## src/rtl/idu_pkg.sv

```systemverilog
// Shared decode definitions for the decode and execute stages.
// Holds the R-type encodings, the ALU op enum and the decode packet.
package idu_pkg;

  localparam int XLEN = 64;
  localparam int PC_W = 64;

  localparam logic [6:0] OPC_OP = 7'b0110011;
  localparam logic [6:0] F7_BASE = 7'b0000000;
  localparam logic [6:0] F7_HCF = 7'b0000001;

  localparam logic [2:0] F3_ADD = 3'b000;
  localparam logic [2:0] F3_SLL = 3'b001;
  localparam logic [2:0] F3_MUL = 3'b010;
  localparam logic [2:0] F3_XOR = 3'b100;
  localparam logic [2:0] F3_SRL = 3'b101;
  localparam logic [2:0] F3_OR = 3'b110;
  localparam logic [2:0] F3_AND = 3'b111;
  localparam logic [2:0] F3_HCF = 3'b000;

  typedef enum logic [3:0] {
    OP_ADD = 4'd0,
    OP_OR = 4'd1,
    OP_AND = 4'd2,
    OP_SLL = 4'd3,
    OP_SRL = 4'd4,
    OP_MUL = 4'd5,
    OP_XOR = 4'd6,
    OP_HCF = 4'd7,
    OP_NOP = 4'd15
  } alu_op_e;

  typedef struct packed {
    logic [PC_W-1:0] pc;
    alu_op_e op;
    logic [4:0] rd;
    logic [XLEN-1:0] rs1_val;
    logic [XLEN-1:0] rs2_val;
    logic we;
    logic illegal;
  } id_ex_t;

endpackage

```

## src/rtl/idu_if.sv

```systemverilog
// Handshake bundles around the decode stage:
// fetch->decode, writeback->regfile, decode->execute.
interface idu_fetch_if;
  import idu_pkg::*;
  logic IF_VALID;
  logic [31:0] IF_INSTR;
  logic [PC_W-1:0] IF_PC;
  logic IF_READY;

  modport master (
    output IF_VALID, IF_INSTR, IF_PC,
    input IF_READY
  );
  modport slave (
    input IF_VALID, IF_INSTR, IF_PC,
    output IF_READY
  );
endinterface

interface idu_wb_if;
  import idu_pkg::*;
  logic WB_EN;
  logic [4:0] WB_RD;
  logic [XLEN-1:0] WB_DATA;

  modport master (output WB_EN, WB_RD, WB_DATA);
  modport slave (input WB_EN, WB_RD, WB_DATA);
endinterface

interface idu_dec_if;
  import idu_pkg::*;
  logic ID_VALID;
  logic ID_READY;
  logic [PC_W-1:0] ID_PC;
  alu_op_e ID_OP;
  logic [4:0] ID_RD;
  logic [XLEN-1:0] ID_RS1_VAL;
  logic [XLEN-1:0] ID_RS2_VAL;
  logic ID_WE;
  logic ID_ILLEGAL;

  modport master (
    output ID_VALID, ID_PC, ID_OP, ID_RD,
    output ID_RS1_VAL, ID_RS2_VAL,
    output ID_WE, ID_ILLEGAL,
    input ID_READY
  );
  modport slave (
    input ID_VALID, ID_PC, ID_OP, ID_RD,
    input ID_RS1_VAL, ID_RS2_VAL,
    input ID_WE, ID_ILLEGAL,
    output ID_READY
  );
endinterface

```

## src/rtl/idu_regfile.sv

```systemverilog
// 32 x XLEN register file, x0 hardwired to zero.
// Two read ports see a same-cycle writeback through a bypass.
module idu_regfile
  import idu_pkg::*;
(
  input  logic            clk,
  input  logic            rst_n,
  input  logic [4:0]      rs1_addr,
  input  logic [4:0]      rs2_addr,
  output logic [XLEN-1:0] rs1_val,
  output logic [XLEN-1:0] rs2_val,
  input  logic            wb_en,
  input  logic [4:0]      wb_rd,
  input  logic [XLEN-1:0] wb_data
);

  logic [XLEN-1:0] regs [32];

  logic hit1;
  logic hit2;

  assign hit1 = wb_en && (wb_rd == rs1_addr);
  assign hit2 = wb_en && (wb_rd == rs2_addr);

  assign rs1_val = (rs1_addr == 5'd0) ? '0 :
                   hit1 ? wb_data :
                   regs[rs1_addr];

  assign rs2_val = (rs2_addr == 5'd0) ? '0 :
                   hit2 ? wb_data :
                   regs[rs2_addr];

  always_ff @(posedge clk) begin
    if (!rst_n) begin
      for (int i = 0; i < 32; i++) begin
        regs[i] <= '0;
      end
    end else if (wb_en && (wb_rd != 5'd0)) begin
      regs[wb_rd] <= wb_data;
    end
  end

endmodule

```

## src/rtl/idu.sv

```systemverilog
// Decode stage: R-type decode, operand read, registered packet
// to execute, and a sticky halt raised by an accepted HCF.
module idu
  import idu_pkg::*;
(
  input  logic        CLOCK,
  input  logic        RESET,
  idu_fetch_if.slave  fetch,
  idu_wb_if.slave     wb,
  idu_dec_if.master   dec,
  output logic        HALT
);

  logic [31:0] instr;
  logic [6:0]  opc;
  logic [6:0]  f7;
  logic [2:0]  f3;
  logic [4:0]  rd;
  logic [4:0]  rs1;
  logic [4:0]  rs2;

  assign instr = fetch.IF_INSTR;
  assign opc = instr[6:0];
  assign rd = instr[11:7];
  assign f3 = instr[14:12];
  assign rs1 = instr[19:15];
  assign rs2 = instr[24:20];
  assign f7 = instr[31:25];

  logic is_base;
  logic is_hcf7;

  assign is_base = (opc == OPC_OP) && (f7 == F7_BASE);
  assign is_hcf7 = (opc == OPC_OP) && (f7 == F7_HCF);

  alu_op_e op;
  logic    legal;

  always_comb begin
    op = OP_NOP;
    legal = 1'b1;
    unique case (1'b1)
      is_base && (f3 == F3_ADD): op = OP_ADD;
      is_base && (f3 == F3_OR):  op = OP_OR;
      is_base && (f3 == F3_AND): op = OP_AND;
      is_base && (f3 == F3_SLL): op = OP_SLL;
      is_base && (f3 == F3_SRL): op = OP_SRL;
      is_base && (f3 == F3_MUL): op = OP_MUL;
      is_base && (f3 == F3_XOR): op = OP_XOR;
      is_hcf7 && (f3 == F3_HCF): op = OP_HCF;
      default:                   legal = 1'b0;
    endcase
  end

  logic [XLEN-1:0] rs1_val;
  logic [XLEN-1:0] rs2_val;

  idu_regfile u_rf (
    .clk      (CLOCK),
    .rst_n    (RESET),
    .rs1_addr (rs1),
    .rs2_addr (rs2),
    .rs1_val  (rs1_val),
    .rs2_val  (rs2_val),
    .wb_en    (wb.WB_EN),
    .wb_rd    (wb.WB_RD),
    .wb_data  (wb.WB_DATA)
  );

  id_ex_t pkt_q;
  id_ex_t pkt_d;
  logic   vld_q;
  logic   halt_q;
  logic   accept;

  always_comb begin
    pkt_d = '0;
    pkt_d.pc = fetch.IF_PC;
    pkt_d.op = op;
    pkt_d.rd = rd;
    pkt_d.rs1_val = rs1_val;
    pkt_d.rs2_val = rs2_val;
    pkt_d.we = legal && (op != OP_HCF) && (rd != 5'd0);
    pkt_d.illegal = !legal;
  end

  assign fetch.IF_READY = RESET && !halt_q &&
                          (!vld_q || dec.ID_READY);
  assign accept = fetch.IF_VALID && fetch.IF_READY;

  always_ff @(posedge CLOCK) begin
    if (!RESET) begin
      pkt_q <= '0;
      vld_q <= 1'b0;
      halt_q <= 1'b0;
    end else if (accept) begin
      pkt_q <= pkt_d;
      vld_q <= 1'b1;
      if (op == OP_HCF) begin
        halt_q <= 1'b1;
      end
    end else if (dec.ID_READY) begin
      vld_q <= 1'b0;
    end
  end

  assign dec.ID_VALID = vld_q;
  assign dec.ID_PC = pkt_q.pc;
  assign dec.ID_OP = pkt_q.op;
  assign dec.ID_RD = pkt_q.rd;
  assign dec.ID_RS1_VAL = pkt_q.rs1_val;
  assign dec.ID_RS2_VAL = pkt_q.rs2_val;
  assign dec.ID_WE = pkt_q.we;
  assign dec.ID_ILLEGAL = pkt_q.illegal;
  assign HALT = halt_q;

endmodule

```

## src/flat_wrapper.sv

```systemverilog
// flat-port wrapper written by rule: the top's interface ports become plain ports
module idu_flat import idu_pkg::*;
  (CLOCK, RESET, HALT, fetch_IF_VALID, fetch_IF_INSTR, fetch_IF_PC, fetch_IF_READY, wb_WB_EN, wb_WB_RD, wb_WB_DATA, dec_ID_VALID, dec_ID_PC, dec_ID_OP, dec_ID_RD, dec_ID_RS1_VAL, dec_ID_RS2_VAL, dec_ID_WE, dec_ID_ILLEGAL, dec_ID_READY);
  idu_fetch_if fetch_i ();
  idu_wb_if wb_i ();
  idu_dec_if dec_i ();
  input  logic CLOCK;
  input  logic RESET;
  output logic HALT;
  input wire logic [$bits(fetch_i.IF_VALID)-1:0] fetch_IF_VALID;
  input wire logic [$bits(fetch_i.IF_INSTR)-1:0] fetch_IF_INSTR;
  input wire logic [$bits(fetch_i.IF_PC)-1:0] fetch_IF_PC;
  output wire logic [$bits(fetch_i.IF_READY)-1:0] fetch_IF_READY;
  input wire logic [$bits(wb_i.WB_EN)-1:0] wb_WB_EN;
  input wire logic [$bits(wb_i.WB_RD)-1:0] wb_WB_RD;
  input wire logic [$bits(wb_i.WB_DATA)-1:0] wb_WB_DATA;
  output wire logic [$bits(dec_i.ID_VALID)-1:0] dec_ID_VALID;
  output wire logic [$bits(dec_i.ID_PC)-1:0] dec_ID_PC;
  output wire logic [$bits(dec_i.ID_OP)-1:0] dec_ID_OP;
  output wire logic [$bits(dec_i.ID_RD)-1:0] dec_ID_RD;
  output wire logic [$bits(dec_i.ID_RS1_VAL)-1:0] dec_ID_RS1_VAL;
  output wire logic [$bits(dec_i.ID_RS2_VAL)-1:0] dec_ID_RS2_VAL;
  output wire logic [$bits(dec_i.ID_WE)-1:0] dec_ID_WE;
  output wire logic [$bits(dec_i.ID_ILLEGAL)-1:0] dec_ID_ILLEGAL;
  input wire logic [$bits(dec_i.ID_READY)-1:0] dec_ID_READY;
  assign fetch_i.IF_VALID = fetch_IF_VALID;
  assign fetch_i.IF_INSTR = fetch_IF_INSTR;
  assign fetch_i.IF_PC = fetch_IF_PC;
  assign fetch_IF_READY = fetch_i.IF_READY;
  assign wb_i.WB_EN = wb_WB_EN;
  assign wb_i.WB_RD = wb_WB_RD;
  assign wb_i.WB_DATA = wb_WB_DATA;
  assign dec_ID_VALID = dec_i.ID_VALID;
  assign dec_ID_PC = dec_i.ID_PC;
  assign dec_ID_OP = dec_i.ID_OP;
  assign dec_ID_RD = dec_i.ID_RD;
  assign dec_ID_RS1_VAL = dec_i.ID_RS1_VAL;
  assign dec_ID_RS2_VAL = dec_i.ID_RS2_VAL;
  assign dec_ID_WE = dec_i.ID_WE;
  assign dec_ID_ILLEGAL = dec_i.ID_ILLEGAL;
  assign dec_i.ID_READY = dec_ID_READY;
  idu u_core (.CLOCK(CLOCK), .RESET(RESET), .fetch(fetch_i), .wb(wb_i), .dec(dec_i), .HALT(HALT));
endmodule
```

## config.mk

```make
export PLATFORM = sky130hd
export DESIGN_NAME = idu_flat
export DESIGN_NICKNAME = d
export VERILOG_FILES = /design/src/rtl/idu_pkg.sv /design/src/rtl/idu_if.sv /design/src/rtl/idu_regfile.sv /design/src/rtl/idu.sv /design/src/flat_wrapper.sv
export SDC_FILE = /design/constraint.sdc
export NUM_CORES = 2
export LEC_CHECK = 0
export CAP_MARGIN = 20
export CORE_ASPECT_RATIO = 0.6
export CORE_UTILIZATION = 30
export DETAILED_ROUTE_END_ITERATION = 16
export GPL_TIMING_DRIVEN = 0
export PLACE_DENSITY = 0.44
export REMOVE_ABC_BUFFERS = 1
export SKIP_LAST_GASP = 1
export SLEW_MARGIN = 20
export SYNTH_ARGS = -nofsm -noshare
export SYNTH_HDL_FRONTEND = slang
export SYNTH_SLANG_ARGS = --single-unit
```

## constraint.sdc

```tcl
create_clock -name CLOCK -period 17.42 [get_ports CLOCK]
set_input_delay 5.226 -clock CLOCK [delete_from_list [all_inputs] [get_ports CLOCK]]
set_output_delay 5.226 -clock CLOCK [all_outputs]
set_load 0.02 [all_outputs]
```

==> results.sh <==
export IMPL_tns_ns=0
export IMPL_detail_route_wl_per_cell_um=36.12
export IMPL_critical_path_class="input port to output pin"
export IMPL_io_pins=376
export IMPL_synthXorXnorAreaFrac_pct=0.09153
export IMPL_period_minus_slack_ns=12.13
export IMPL_grt_pass1_wl_um=646100
export IMPL_cts_buffer_depth=4
export IMPL_yosys_warnings=0
export IMPL_synth_area_per_cell_um2=15.38
export IMPL_p_total_mw=13.35
export IMPL_cts_hold_buf=0
export IMPL_reg2reg_from="u_core.HALT"
export IMPL_finalSetupViolCount=0
export IMPL_reg2reg_slack_ns=14.65
export IMPL_cts_buffers=239
export IMPL_hold_viol_final=0
export IMPL_drv_slew=0
export IMPL_grt_max_degree=77
export IMPL_syn_inst=7468
export IMPL_cts_resized=0
export IMPL_synth_seq_area_share_pct=57.11
export IMPL_avgViaCountPerCell=5.704
export IMPL_rsz0062_at_grt="false"
export IMPL_clkLatencyLatePin_ns=0.97
export IMPL_busiest_layer="met2"
export IMPL_overflow=0
export IMPL_whs_ns=0.4530
export IMPL_relSlewSlack_pct=24.08
export IMPL_dp_worst_setup_slack_ns=5.258
export IMPL_gr_usage_met1_pct=35.37
export IMPL_grt_use_total_pct=24.07
export IMPL_place_area_um2=135300
export IMPL_synth_top_family_by_area="multiplexers"
export IMPL_yosys_most_used_dff="edfxtp_1"
export IMPL_drcViolationCount=0
export IMPL_dieWidth_um=800.7
export IMPL_synth_simple_gate_area_share_pct=12.29
export IMPL_gp_congestion=0.7163
export IMPL_required_ns=12.19
export IMPL_path_delay_family="buffers and inverters"
export IMPL_antenna_found_initial=84
export IMPL_clk_pin_slew_ns=0.06
export IMPL_vias=74850
export IMPL_cp_arrival_ns=6.91
export IMPL_slowest_delay_ns=0.61
export IMPL_r2r_cells=5
export IMPL_cts_sinks=2252
export IMPL_place_inst=12640
export IMPL_cts_tree="built"
export IMPL_worst_pin_slew_ns=1.135
export IMPL_instances_no_fill=13120
export IMPL_synth_edff_count=2048
export IMPL_crit_path_start="RESET"
export IMPL_hp_class="flip-flop to flip-flop"
export IMPL_die_h_um=481.2
export IMPL_synth_area_mux_share_pct=22.85
export IMPL_initial_utilization_pct=30.23
export IMPL_dpl_hpwl_um=327500
export IMPL_worst_path_stages=4
export IMPL_core_um2=379900
export IMPL_dr_first_iter_drc_count=9762
export IMPL_ys_types=47
export IMPL_grt_pass1_vias=74280
export IMPL_critical_path_endpoint="fetch_IF_READY"
export IMPL_final_layout_size_suffix_gt1_share_pct=26.27
export IMPL_dr_pass1_iters=7
export IMPL_htree_levels=4
export IMPL_cts_root_buffer="clkbuf_16"
export IMPL_use_met3_pct=5.081
export IMPL_grt_util_met2_pct=36.22
export IMPL_synth_fa_ha_area_share_pct=0
export IMPL_syn2layout_area_growth_pct=24.37
export IMPL_crit_path_end_kind="output pin"
export IMPL_status="finished clean"
export IMPL_p_per_area_nw_per_um2=93.46
export IMPL_ant_nets=0
export IMPL_final_cell_area_um2=142800
export IMPL_crit_chain="buf_4 > nor2b_1 > and2_1 > clkdlybuf4s50_1"
export IMPL_cp_num_buf_inv=2
export IMPL_worst_path_max_fanout=25
export IMPL_ys_ff_latch=2252
export IMPL_cpMaxStageDelayCell="clkdlybuf4s50_1"
export IMPL_leakage_nw=47.94
export IMPL_fin_nets=8009
export IMPL_io_buffers=375
export IMPL_rows=175
export IMPL_final_core_util_pct=37.59
export IMPL_r2r_end="u_core.dec.ID_RS1_VAL[59]"
export IMPL_synth_compound_area_share_pct=4.674
export IMPL_critical_path_startpoint_type="input port"
export IMPL_post_cts_buffers=0
export IMPL_final_cell_mix="edfxtp_1 (2048), and2_1 (1987), mux4_2 (1150)"
export IMPL_post_route_period_util_pct=69.65
export IMPL_ir_drop_v=0.00008154
export IMPL_routed_wl_um=473900
export IMPL_max_freq_ghz=0.08242
export IMPL_maxCapViolations=0
export IMPL_skew_ns=0.05388
export IMPL_final_common_cell="edfxtp_1"
export IMPL_async_reset_ff_share_pct=0
export IMPL_syn_area_um2=114800
export IMPL_die_area_um2=385300
export IMPL_setup_slack_ns=5.288
## worst reg2reg max path, stage by stage (launching register included)
cell      delay, ns
dfxtp_1        0.33
nor2b_1        0.26
nand3_4        0.44
nor2_1         0.90
nand2b_1       0.48
o22ai_1        0.32
## Yosys cell counts (2+ instances only)
cell type	count	area share, %
mux2_2	2	0.020
and3_1	3	0.016
and2_1	1989	11
or3_1	2	0.011
nor2_1	44	0.14
clkbuf_1	643	2.1
buf_4	13	0.085
dfxtp_1	204	3.6
a22oi_1	351	2.3
xor2_1	7	0.053
or4_1	2	0.013
a22o_1	3	0.023
nor2b_1	8	0.044
nand3_1	9	0.039
nand2b_1	2	0.011
o32ai_1	2	0.015
nand3b_1	5	0.033
mux4_2	1150	23
a211oi_1	59	0.39
a21oi_1	197	0.86
a32oi_1	9	0.069
a222oi_1	58	0.51
xnor2_1	5	0.038
a31oi_1	3	0.016
edfxtp_1	2048	54
nand2_1	322	1.1
o211ai_1	2	0.013
o21ai_0	99	0.43
buf_1	29	0.095
buf_6	17	0.17
nor3_1	6	0.026
nand4b_1	3	0.023
o22ai_1	8	0.044
inv_1	3	0.0098
nor4_1	2	0.011
mux2i_1	32	0.28
buf_2	117	0.51
## layer usage
| layer | vias to the layer above | wire length, µm |
|---|---|---|
| met5 | - | 77 |
| met4 | 12 | 12610 |
| met3 | 690 | 42930 |
| met2 | 4036 | 208700 |
| met1 | 40340 | 209600 |
| li1 | 29770 | - |
## logic make-up (layout without fill, tap and decap cells)
family	after synthesis	in the layout
buffers and inverters	823	1329
xor gates and xnor gates	12	12
and+or+nand+nor	2402	2402
AOI/OAI and AO/OA	794	794
other	1	104
muxes	1184	1184
DFF	2252	2252
## final cells by class
class / instances / area [µm²]
fill: 34710 / 237100
sequential: 2252 / 65580
multi-input combinational: 4456 / 46780
timing repair buffer: 886 / 16480
clock buffer: 345 / 6703
tap: 5044 / 6311
clock inverter: 94 / 834.6
antenna: 40 / 100.1
inverter: 4 / 22.52
## state kept, by name, indices dropped and copies added (netlist names)
name and flops:
u_core.dec.ID_ILLEGAL 1, u_core.HALT 1, u_core.dec.ID_RD 5, u_core.dec.ID_PC 64, u_core.dec.ID_RS1_VAL 64, u_core.dec.ID_RS2_VAL 64
u_core.dec.ID_WE 1, u_core.dec.ID_OP 3, u_core.u_rf.regs 2048, u_core.dec.ID_VALID 1
## worst min path at each step
stage	cells after the start	from	slack (ns)	end
floorplan	2	u_core.dec.ID_WE	0.53	u_core.dec.ID_WE
global placement	2	u_core.dec.ID_PC[17]	0.44	u_core.dec.ID_PC[17]
detailed placement	2	u_core.dec.ID_PC[29]	0.45	u_core.dec.ID_PC[29]
CTS	2	u_core.dec.ID_PC[29]	0.45	u_core.dec.ID_PC[29]
global route	2	u_core.dec.ID_PC[62]	0.47	u_core.dec.ID_PC[62]
finish	2	u_core.dec.ID_PC[29]	0.45	u_core.dec.ID_PC[29]
## report_power, final
| part | total (mW) | leakage, nW | switching [mW] | internal [mW] |
|---|---|---|---|---|
| registers | 6.34 | 21.2 | 0.157 | 6.18 |
| clock network | 5.20 | 3.70 | 2.33 | 2.86 |
| logic | 1.81 | 23.1 | 0.964 | 0.850 |
| total | 13.3 | 47.9 | 3.45 | 9.89 |
Note: power is estimated with default switching activity, not from simulation.
